`config.mk`:
```
export PLATFORM = sky130hd
export DESIGN_NAME = logic_op_server
export DESIGN_NICKNAME = d
export VERILOG_FILES = /design/src/rtl/logic_op_server.sv
export SDC_FILE = /design/constraint.sdc
export NUM_CORES = 1
export LEC_CHECK = 0
export ABC_AREA = 1
export CORE_MARGIN = 2
export CORE_UTILIZATION = 25
export CTS_CLUSTER_SIZE = 14
export DETAILED_ROUTE_END_ITERATION = 8
export GPL_TIMING_DRIVEN = 1
export PLACE_DENSITY = 0.45
export SYNTH_ARGS = -nofsm -noshare
export SYNTH_HDL_FRONTEND = slang
export SYNTH_SLANG_ARGS = --single-unit
```
`constraint.sdc`:
```
create_clock -name clk -period 3.9 [get_ports clk]
set_input_delay 0.585 -clock clk [delete_from_list [all_inputs] [get_ports clk]]
set_output_delay 0.585 -clock clk [all_outputs]
set_load 0.005 [all_outputs]
```
`src/rtl/logic_op_server.sv`:
```
// Slice-serial 8-op bitwise server: rsp_valid rises NSLICE+1 cycles after acceptance; result held until rsp_ready.
// Single-outstanding (req_ready only in IDLE); `LOGIC_OP_FLAGS_EN adds rsp_zero/rsp_parity outputs.
module logic_op_server #(
  parameter int WIDTH = 8,
  parameter int SLICE = 2
) (
  input  logic             clk,
  input  logic             rst_n,
  input  logic             req_valid,
  output logic             req_ready,
  input  logic [2:0]       req_op,
  input  logic [WIDTH-1:0] req_a,
  input  logic [WIDTH-1:0] req_b,
  output logic             rsp_valid,
  input  logic             rsp_ready,
  output logic [WIDTH-1:0] rsp_result,
  output logic             rsp_err,
  output logic             busy
`ifdef LOGIC_OP_FLAGS_EN
  ,
  output logic             rsp_zero,
  output logic             rsp_parity
`endif
);

  localparam int NSLICE = WIDTH / SLICE;
  localparam int CW     = (NSLICE > 1) ? $clog2(NSLICE) : 1;

  if ((WIDTH % SLICE) != 0) begin : g_slice_chk
    $error("logic_op_server: WIDTH must be a multiple of SLICE");
  end

  typedef enum logic [1:0] {S_IDLE, S_BUSY, S_DONE} state_e;

  state_e           state_q;
  logic [2:0]       op_q;
  logic [WIDTH-1:0] a_q, b_q, res_q, res_d;
  logic [CW-1:0]    cnt_q;
  logic             req_ready_q, rsp_valid_q, rsp_err_q, busy_q;
  logic [SLICE-1:0] sl_a, sl_b, sl_r;
  logic             last_slice;
  int               idx;

`ifdef LOGIC_OP_FLAGS_EN
  logic zacc_q, zacc_d, pacc_q, pacc_d, zero_q, parity_q;
`endif

  always_comb begin
    idx        = int'(cnt_q) * SLICE;
    sl_a       = a_q[idx +: SLICE];
    sl_b       = b_q[idx +: SLICE];
    last_slice = (cnt_q == CW'(NSLICE - 1));
    case (op_q)
      3'd0:    sl_r = sl_a & sl_b;
      3'd1:    sl_r = sl_a | sl_b;
      3'd2:    sl_r = sl_a ^ sl_b;
      3'd3:    sl_r = ~sl_a;
      3'd4:    sl_r = ~(sl_a | sl_b);
      3'd5:    sl_r = ~(sl_a & sl_b);
      3'd6:    sl_r = ~(sl_a ^ sl_b);
      default: sl_r = '0;
    endcase
    res_d             = res_q;
    res_d[idx +: SLICE] = sl_r;
`ifdef LOGIC_OP_FLAGS_EN
    zacc_d = zacc_q & ~(|sl_r);
    pacc_d = pacc_q ^ (^sl_r);
`endif
  end

  always_ff @(posedge clk or negedge rst_n) begin
    if (!rst_n) begin
      state_q     <= S_IDLE;
      op_q        <= '0;
      a_q         <= '0;
      b_q         <= '0;
      res_q       <= '0;
      cnt_q       <= '0;
      req_ready_q <= 1'b1;
      rsp_valid_q <= 1'b0;
      rsp_err_q   <= 1'b0;
      busy_q      <= 1'b0;
`ifdef LOGIC_OP_FLAGS_EN
      zacc_q      <= 1'b0;
      pacc_q      <= 1'b0;
      zero_q      <= 1'b0;
      parity_q    <= 1'b0;
`endif
    end else begin
      case (state_q)
        S_IDLE: begin
          if (req_valid) begin
            op_q        <= req_op;
            a_q         <= req_a;
            b_q         <= req_b;
            res_q       <= '0;
            cnt_q       <= '0;
            rsp_err_q   <= 1'b0;
            req_ready_q <= 1'b0;
            busy_q      <= 1'b1;
            state_q     <= S_BUSY;
`ifdef LOGIC_OP_FLAGS_EN
            zacc_q      <= 1'b1;
            pacc_q      <= 1'b0;
            zero_q      <= 1'b0;
            parity_q    <= 1'b0;
`endif
          end
        end
        S_BUSY: begin
          res_q <= res_d;
          cnt_q <= cnt_q + CW'(1);
`ifdef LOGIC_OP_FLAGS_EN
          zacc_q <= zacc_d;
          pacc_q <= pacc_d;
`endif
          if (last_slice) begin
            busy_q      <= 1'b0;
            rsp_valid_q <= 1'b1;
            rsp_err_q   <= (op_q == 3'd7);
            state_q     <= S_DONE;
`ifdef LOGIC_OP_FLAGS_EN
            // An illegal opcode reports no flags even though its result is zero.
            zero_q      <= (op_q != 3'd7) & zacc_d;
            parity_q    <= pacc_d;
`endif
          end
        end
        S_DONE: begin
          if (rsp_ready) begin
            rsp_valid_q <= 1'b0;
            req_ready_q <= 1'b1;
            state_q     <= S_IDLE;
          end
        end
        default: state_q <= S_IDLE;
      endcase
    end
  end

  assign req_ready  = req_ready_q;
  assign rsp_valid  = rsp_valid_q;
  assign rsp_result = res_q;
  assign rsp_err    = rsp_err_q;
  assign busy       = busy_q;
`ifdef LOGIC_OP_FLAGS_EN
  assign rsp_zero   = zero_q;
  assign rsp_parity = parity_q;
`endif

endmodule

```
# After elaboration in Yosys (flattened, before gate mapping)
# Cells that the tools add are included.
[totals]
word_cells = 68
latchBits = 0
reg_bits = 35
mem_bits_rw = 0
rom_bits = 0
output_inout_bits = 12
memories = 0
in_bits = 23
[classes]
shifts = 4
n_mul = 0
muxes = 21
div = 0
addsub = 2
bitwise_logic = 7
n_reduce_logical = 11
order_cmp = 0
n_eq_ne = 13
[op_table]
columns = ["cell", "n"]
rows = [
  ["$neg 3->33", 1],
  ["$shift 2x33->8 const A", 1],
  ["$shiftx 2x33->8", 1],
  ["$pmux 8 s2", 1],
  ["$shiftx 8x4->2", 2],
  ["$pmux 2 s7", 1],
  ["$eq 3x3->1 const B", 4],
  ["$reduce_and 3->1", 4],
  ["$bwmux 8", 1],
  ["$mux 2", 4],
  ["$mux 8", 1],
  ["$not 2->2", 4],
  ["$pmux 1 s2", 4],
  ["$mux 1", 7],
  ["$eq 3x2->1 const B", 2],
  ["$ne 2x2->1 const B", 3],
  ["$pmux 2 s3", 1],
  ["$reduce_bool 2->1", 3],
  ["$eq 2x2->1 const B", 2],
  ["$pmux 2 s2", 1],
  ["$reduce_and 2->1", 2],
  ["$eq 3x1->1 const B", 1],
  ["$logic_not 3->1", 1],
  ["$add 2x1->2 const B", 1],
  ["5 further kinds", 5],
]

# Depth between registers and ports, before layout
# Gate-level depths: netlist of the first run.
[logic_depth]
depth_word = 7
ltp_mapped = 14
mapped_depth_nobuf = 13

# Least setup slack after synthesis of the first run
# Ideal clock, no wire load.
[synth_timing]
path_type = "reg-to-reg"
from = "register cnt_q[0]"
to = "register res_q[1] (netlist: rsp_result[1])"
setup_ns = 0.126
n_path_buf = 1
path_stages_with_launch = 12
period_less_slack_ns = 1.805
t_arrival_ns = 1.679
required_time_ns = 3.774
setup_slack_ns = 2.095
cell_sequence = "dfrtp_1 > inv_2 > buf_6 > nand2_1 > a32oi_1 > inv_2 > ha_1 > inv_1 > o21ai_0 > nand3_2 > nand2_1 > o21ai_0"
[synth_via]
elab_chain_len = 7
elab_cells_between_ends = 15
classes_between = "1 x add/sub; 4 x shift; 3 x mux; 7 x bitwise"
[synth_rtl]
columns = ["element", "line", "text"]
rows = [
  ["start: declaration", "38", "logic [CW-1:0] cnt_q;"],
  ["start signal: assignment", "112", "cnt_q <= cnt_q + CW'(1);"],
  ["$shiftx 8x4->2 (on tied branches)", "50, 51", ""],
  ["$xor 2x2->2 (tied with other cells)", "56, 60", ""],
  ["$not 2->2 (on tied branches)", "60, 58, 59", ""],
  ["$pmux 2 s7", "53", "case (op_q)"],
  ["$shiftx 2x33->8", "64", "res_d[idx +: SLICE] = sl_r;"],
  ["$bwmux 8 (*)", "64", ""],
  ["$pmux 8 s2 (*)", "90", "case (state_q)"],
  ["end signal: assignment", "111", "res_q <= res_d;"],
  ["end: declaration", "37", "logic [WIDTH-1:0] a_q, b_q, res_q, res_d;"],
]
# Mark *: on every way between the ends. The rest lies on a longest branch, timed or not.
# A chain may end at the register's enable or synchronous reset.

# Worst setup path in the final report of the first run
# Ends and elaborated chain as after synthesis.

==> results of run 1 <==
==> area by class of cell <==
type | instances | area [um2]
Clock buffer | 7 | 76.3
Sequential cell | 35 | 877
Inverter | 24 | 90.1
Fill cell | 789 | 4830
Clock inverter | 1 | 5.00
Multi-Input combinational cell | 165 | 821
Tap cell | 99 | 124
Timing Repair Buffer | 35 | 348
==> state kept, by name, indices dropped and copies added, names as in the netlist <==
name and flops:
a_q 8, b_q 8, busy 1, cnt_q 2, op_q 3, req_ready 1
rsp_err 1, rsp_result 8, rsp_valid 1, state_q 2
==> cell families (layout without fill, tap and decap cells) <==
kind of cell / Yosys count / count (layout) / share of synthesized area (%)
fa+ha+maj: 9 / 9 / 6.13
compound gates: 22 / 22 / 6.81
flops: 35 / 35 / 47.7
buf+inv: 32 / 67 / 7.62
simple gates: 134 / 134 / 31.7
==> layout by cell type (no fill, tap or decap), types with 3 or more instances in the layout <==
master	netlist	final
dfrtp_1	34	34
nand2_1	95	95
nor3_1	3	3
nand4_1	9	9
o21ai_0	4	4
nand3_1	11	11
ha_1	9	9
inv_1	14	14
inv_2	10	10
a21oi_1	6	6
o21ai_1	8	8
nand3_2	4	4
clkdlybuf4s50_1	0	34
nor2_1	6	6
clkbuf_8	0	5
nand2_2	4	4
==> routing by layer <==
layer	vias up	share of wire (%)
met4	0	1.8
met2	28	46
met3	5	4.3
met5	-	0
li1	806	-
met1	665	48
==> metrics by stage <==
| stage | utilization [%] | power [mW] |
|---|---|---|
| finish | 32.6 | 1.89 |
| global route | 32.6 | 2.11 |
| CTS | 32.6 | 1.93 |
| detailed placement | 31.5 | 1.67 |
| global placement | 31.5 | 1.66 |
| floorplan | - | 1.37 |
==> worst min-delay path: cells and delay by family (launching register included) <==
| kind | cells | cell delay (ps) |
|---|---|---|
| flip-flops | 1 | 370 |
| AND/OR/NAND/NOR | 2 | 100 |
==> how the worst max path moves through the flow <==
stage	slack, ps	cells past startpoint	endpoint	start
after floorplan	2090	11	rsp_result[1]	cnt_q[0]
after global placement	1420	6	rsp_result[4]	req_valid
after detailed placement	1380	6	rsp_result[4]	req_valid
after CTS	1620	10	rsp_result[1]	cnt_q[0]
after global routing	1410	11	rsp_result[6]	cnt_q[0]
final	1650	10	rsp_result[1]	cnt_q[0]
==> power breakdown <==
group | total [mW] | switching (mW) | internal [mW]
registers | 0.678 | 0.149 | 0.529
logic | 0.965 | 0.576 | 0.389
clock network | 0.250 | 0.125 | 0.125
==> cell usage after synthesis, drive strengths merged <==
cell type / count / area, um2
a21oi: 6 / 30.0
a32oi: 2 / 17.5
buf: 7 / 46.3
clkbuf: 1 / 3.75
dfrtp: 34 / 851
dfstp: 1 / 26.3
ha: 9 / 113
inv: 24 / 90.1
nand2: 99 / 382
nand3: 15 / 95.1
nand4: 9 / 56.3
nor2: 8 / 35.0
nor3: 3 / 15.0
o21ai: 14 / 77.6
==> flow_summary.yaml, run 1 <==
global_routing:
  grt_pass1_wl_um: 7140
  met1_usage_pct: 13.5
  track_usage_pct: 11.0
  antenna_found_initial: 0
  grt.busiest_layer: "met2"
  grt_pass1_vias: 1570
  met3_usage_pct: 3.02
  overflow: 0
  grt_max_degree: 36
  grt_util_met2_pct: 18.2
synth:
  syn-cell-area_um2: 1840
  ys_types: 22
  netlist_instances: 232
  ys_warn_count: 0
  ys_seq_area_share_pct: 47.7
  yosys_register_bits: 35
  syn_nets: 264
  syn_avg_cell_area_um2: 7.92
setup_path:
  crit_slowest_cell: "dfrtp_1"
  ff2ff_setup_slack_ps: 1650
  crit_path_end_kind: "flip-flop"
  crit_buf_inv: 3
  worstReg2RegEnd: "rsp_result[1]"
  critPathLaunchType: "flip-flop"
  reg2reg_from: "cnt_q[0]"
  path_cells: "inv_2 -> nand2_1 -> a32oi_1 -> inv_2 -> ha_1 -> inv_1 -> o21ai_0 -> nand3_2 -> nand2_1 -> o21ai_0"
  cp_top_family: "flip-flops"
  cp_slowest_stage_delay_ps: 590
  r2r_cells: 10
  required_ps: 4070
  path_max_fanout: 16
  worstPathArrival_ps: 2420
  critical_path_class: "reg -> reg"
clock_network:
  cts_setup_buffers: 0
  worst_skew_pair.late_latency_ps: 280
  hold_buffers: 0
  cts_sinks: 35
  cts.repair.resized: 0
  root_buffer: "clkbuf_8"
  h-tree-depth: 2
  clk_path_buf_depth: 2
  cts_tree: "done"
  cts_buffers: 5
  clk_pin_slew_ps: 70
min_path:
  hp-class: "reg -> reg"
  hold_depth: 2
  min_to: "req_ready"
  hold_path_startpoint: "req_ready"
floorplan:
  core-area_um2: 7180
  ios: 35
  die_y_um: 89.7
  dieArea_um2: 8050
  fp-row-count: 31
  initial_core_util_pct: 25.6
  dieWidth_um: 89.7
power:
  pwr_density_cell_nw_per_um2: 809
  peakVddDrop_v: 0.000199
  leakage_nw: 1.14
timing:
  fin_ws_ps: 1650
  hold_viol: 0
  tns_ps: 0
  tightestPinTransition_ps: 817
  min_period_ps: 2250
  drv_slew: 0
  slew_headroom_pct: 45.4
  rsz0062_at_grt: "false"
  fin_skew_ps: 4.11
  fin_crit_sh_pct: 57.8
  finalSetupViolCount: 0
  fin_hold_ws_ps: 469
  max_freq_ghz: 0.443
routing:
  vias_per_cell: 4.11
  antenna_left: 0
  drt_iter0_markers: 87
  wirelength_um: 4050
  vias: 1504
  wire_per_inst_um: 11.1
  route.detailed.drc: 0
  dr.pass1.iters: 4
finish:
  layout-drive-gt1-share_pct: 11.2
  final_cell_area_um2: 2340
  nNetsFinal: 298
  antenna-diode-count: 0
  area_growth_pct: 27.4
  stdcell_count: 366
status:
  outcome: "completed"
placement:
  dpl_cell_area_um2: 2260
  dp_hpwl_um: 2960
  gp_congestion: 0.747
  portBuffers: 34
  dpl.cell_count: 358
  place_ws_ps: 1380
job:
  drv_cap: 0
Power figures use the tool's default switching activity.
==> run 2, diff against run 1 <==
clock period = 2.1 ns   (was 3.9 ns; I/O delays follow)
==> flow_summary.yaml, run 2 (same netlist as run 1, synthesis figures left out) <==
routing:
  vias_per_cell: 4.14
  wirelength_um: 4240
  antenna_left: 0
  drt_iter0_markers: 35
  dr.pass1.iters: 4
  vias: 1544
  wire_per_inst_um: 11.4
  route.detailed.drc: 0
floorplan:
  dieArea_um2: 8050
  die_y_um: 89.7
  initial_core_util_pct: 25.6
  fp-row-count: 31
  ios: 35
  dieWidth_um: 89.7
  core-area_um2: 7180
global_routing:
  grt_util_met2_pct: 17.9
  grt.busiest_layer: "met2"
  grt_pass1_wl_um: 7060
  track_usage_pct: 10.7
  grt_max_degree: 36
  grt_pass1_vias: 1529
  met1_usage_pct: 13.4
  overflow: 0
  met3_usage_pct: 2.60
  antenna_found_initial: 0
clock_network:
  cts_setup_buffers: 0
  cts_buffers: 5
  root_buffer: "clkbuf_8"
  cts_tree: "done"
  h-tree-depth: 2
  worst_skew_pair.late_latency_ps: 290
  cts_sinks: 35
  cts.repair.resized: 0
  clk_path_buf_depth: 2
  clk_pin_slew_ps: 80
  hold_buffers: 0
setup_path:
  critPathLaunchType: "flip-flop"
  worstPathArrival_ps: 2040
  crit_path_end_kind: "flip-flop"
  path_max_fanout: 9
  ff2ff_setup_slack_ps: 240
  reg2reg_from: "cnt_q[0]"
  critical_path_class: "reg -> reg"
  worstReg2RegEnd: "rsp_result[1]"
  required_ps: 2270
  r2r_cells: 12
power:
  pwr-share-seq_pct: 33.3
  peakVddDrop_v: 0.000363
  pwr_density_cell_nw_per_um2: 1520
  p_comb_share_pct: 53.2
  power_frac_clock_pct: 13.4
  p_sw_mw: 1.64
  p_total_mw: 3.67
  p_int_mw: 2.03
  leakage_nw: 1.18
  swShare_pct: 44.7
finish:
  post-route-util_pct: 33.5
  layout_commonest_cell: "nand2_1"
  nNetsFinal: 305
  antenna-diode-count: 0
  final_cell_area_um2: 2400
  multi_input_area_um2: 828
  nFillCells: 781
  stdcell_count: 373
  most-common-layout-cells: "95 x nand2_1, 34 x clkdlybuf4s50_1, 33 x dfrtp_1"
  regArea_um2: 878
  layout-drive-gt1-share_pct: 14.2
  area_growth_pct: 30.8
timing:
  slew_headroom_pct: 70.1
  drv_slew: 0
  finalSetupViolCount: 0
  fin_crit_sh_pct: 88.6
  min_period_ps: 1860
  fin_skew_ps: 10.1
  tns_ps: 0
  hold_viol: 0
  max_freq_ghz: 0.537
  rsz0062_at_grt: "false"
  fin_ws_ps: 239
  tightestPinTransition_ps: 448
  fin_hold_ws_ps: 437
placement:
  dpl_cell_area_um2: 2310
  dpl.cell_count: 365
  portBuffers: 34
  gp_congestion: 0.761
  place_ws_ps: 78.0
  dp_hpwl_um: 3170
job:
  drv_cap: 0
min_path:
  hp-class: "in -> async"
status:
  outcome: "completed"
## run 2: cell types whose count changed in the layout (fill, tap and decap cells not counted)
cell and delta:
a32oi_2 +1, inv_4 +1, buf_4 +7, dfrtp_2 +1
dfrtp_1 -1, a32oi_1 -1, o21ai_1 +1, o21ai_0 -1
inv_2 -1
## run 2: how the worst max path moves through the flow
| stage | start | to | slack [ps] | cells after the start |
|---|---|---|---|---|
| after CTS | cnt_q[0] | rsp_result[1] | 60 | 10 |
| after global placement | cnt_q[0] | rsp_result[1] | 140 | 10 |
| after floorplan | cnt_q[0] | rsp_result[1] | 290 | 11 |
| after global routing | cnt_q[0] | rsp_result[1] | 60 | 13 |
| final | cnt_q[0] | rsp_result[1] | 240 | 12 |
| after detailed placement | cnt_q[0] | rsp_result[1] | 80 | 10 |
## run 2: power by group through the flow
stage / clock, mW / sequential [mW] / combinational, mW
4_1_cts: 0.512 / 1.22 / 1.96
3_5_place_dp: 0 / 1.23 / 1.95
6_report: 0.492 / 1.22 / 1.95
3_3_place_gp: 0 / 1.24 / 1.93
5_1_grt: 0.538 / 1.26 / 2.24
2_1_floorplan: 0 / 1.16 / 1.39
## run 2: layer usage
layer	share of wire, %	wire, um	vias up
met1	50	2120	693
met4	1.7	71	0
met3	3.8	162	6
li1	-	-	818
met2	44	1890	27
met5	0	0	-
## run 2: area by class of cell
type / instances / share of cell area [%]
multi-input cells: 165 / 34.4
flip-flops and latches: 35 / 36.5
inverters: 24 / 3.85
well taps: 99 / 5.15
repair buffers: 42 / 16.6
clock buffers: 7 / 3.17
clock inverters: 1 / 0.208
## run 2: worst max-delay path, stage by stage, from the launching register on
cell and delay, ps:
dfrtp_2 470, buf_4 190, nand2_1 60, nand3_1 100, nand2_2 110, inv_1 50, ha_1 200, nand3_1 80
nand2_1 50, nor2_1 140, nand3_2 130, nand2_1 80, o21ai_0 70
==> run 3, diff against run 2 <==
CORE_UTILIZATION = 40   (was 25)
PLACE_DENSITY = 0.65   (was 0.45)
==> flow_summary.yaml, run 3 (same netlist as run 1, synthesis figures left out) <==
global_routing:
  antenna_found_initial: 0
  track_usage_pct: 16.6
  overflow: 0
  grt_pass1_wl_um: 6720
  grt_max_degree: 36
  grt_pass1_vias: 1505
finish:
  area_growth_pct: 27.2
  nFillCells: 416
  layout_commonest_cell: "nand2_1"
  most-common-layout-cells: "95 x nand2_1, 34 x dfrtp_1, 34 x clkdlybuf4s50_1"
  multi_input_area_um2: 836
  regArea_um2: 877
  layout-drive-gt1-share_pct: 13.6
  nNetsFinal: 303
  antenna-diode-count: 0
power:
  pwr_density_cell_nw_per_um2: 1550
  leakage_nw: 1.17
  peakVddDrop_v: 0.000518
floorplan:
  core-area_um2: 4380
  ios: 35
  dieArea_um2: 5150
  dieWidth_um: 71.8
  die_y_um: 71.8
  fp-row-count: 24
  initial_core_util_pct: 41.9
timing:
  finalSetupViolCount: 0
  max_freq_ghz: 0.520
  rsz0062_at_grt: "false"
  slew_headroom_pct: 70.9
  tightestPinTransition_ps: 437
  hold_viol: 0
  tns_ps: 0
  fin_crit_sh_pct: 91.6
  fin_hold_ws_ps: 435
  min_period_ps: 1920
  drv_slew: 0
  fin_skew_ps: 6.68
clock_network:
  h-tree-depth: 2
  clk_path_buf_depth: 2
  worst_skew_pair.late_latency_ps: 290
  cts_tree: "done"
  root_buffer: "clkbuf_8"
  cts_setup_buffers: 0
  clk_pin_slew_ps: 70
  cts_sinks: 35
  cts_buffers: 5
placement:
  gp_congestion: 0.934
  dp_hpwl_um: 2770
  portBuffers: 34
routing:
  vias_per_cell: 4.75
  antenna_left: 0
  route.detailed.drc: 0
  drt_iter0_markers: 73
  wirelength_um: 3830
  vias: 1538
  wire_per_inst_um: 11.8
  dr.pass1.iters: 4
setup_path:
  required_ps: 2270
  critical_path_class: "reg -> reg"
  crit_path_end_kind: "flip-flop"
  critPathLaunchType: "flip-flop"
  worstPathArrival_ps: 2090
  path_max_fanout: 9
status:
  outcome: "completed"
job:
  drv_cap: 0
min_path:
  hp-class: "in -> async"
-- run 3: critical path, stage by stage (launching register included) --
cell and delay (ps):
dfrtp_1 380, inv_1 250, a21oi_1 90, a32oi_2 220, inv_2 40, ha_1 260, inv_1 40, o21ai_0 200
nand3_2 140, nand4_1 110, nand2_1 60
-- run 3: through the flow --
step                worst slack [ps]  utilization, %  area (um2)  cells  power (mW)
floorplan                        295               -        1840    232        2.55
global placement                 200            51.1        2240    316        3.08
detailed placement               136            51.1        2240    316        3.12
CTS                              114            52.9        2320    324        3.61
global route                    19.3            53.3        2340    324        4.00
finish                           176            53.3        2340    324        3.61
-- run 3: repair_timing --
item | 4_1_cts | 5_1_grt
hold buffers | 0 | 0
resized for setup | 0 | 3
setup endpoints to repair | 0 | 5
-- run 3: path summary, 6_finish.rpt --
| path | start | endpoint | slack (ps) | depth (start not counted) |
|---|---|---|---|---|
| min in group clk | req_ready | req_ready | 470 | 2 |
| worst min register to register | req_ready | req_ready | 470 | 2 |
| worst max-delay path | cnt_q[1] | rsp_result[7] | 180 | 10 |
| worst max register to register | cnt_q[1] | rsp_result[7] | 180 | 10 |
| max in group asynchronous | rst_n | req_ready | 1330 | 2 |
| worst min-delay path | rst_n | op_q[0] | 440 | 2 |
-- run 3: where the power goes --
part / leakage, nW / internal (mW) / switching (mW) / total, mW
clock network: 0.0422 / 0.233 / 0.236 / 0.469
logic: 0.687 / 0.792 / 1.13 / 1.92
registers: 0.438 / 0.984 / 0.241 / 1.23
-- run 3: per-layer routing --
metal	GRT usage, %	up-vias	routed length (um)
met5	0	-	0
met4	5.03	0	31
met3	4.36	4	172
met2	25.7	36	1730
met1	22.8	688	1890
li1	-	810	-
-- run 3: area by class of cell --
type	instances	share of cell area [%]
Multi-Input combinational cell	165	35.8
Clock inverter	1	0.214
Inverter	24	3.96
Tap cell	52	2.78
Sequential cell	35	37.5
Clock buffer	7	3.27
Timing Repair Buffer	40	16.5
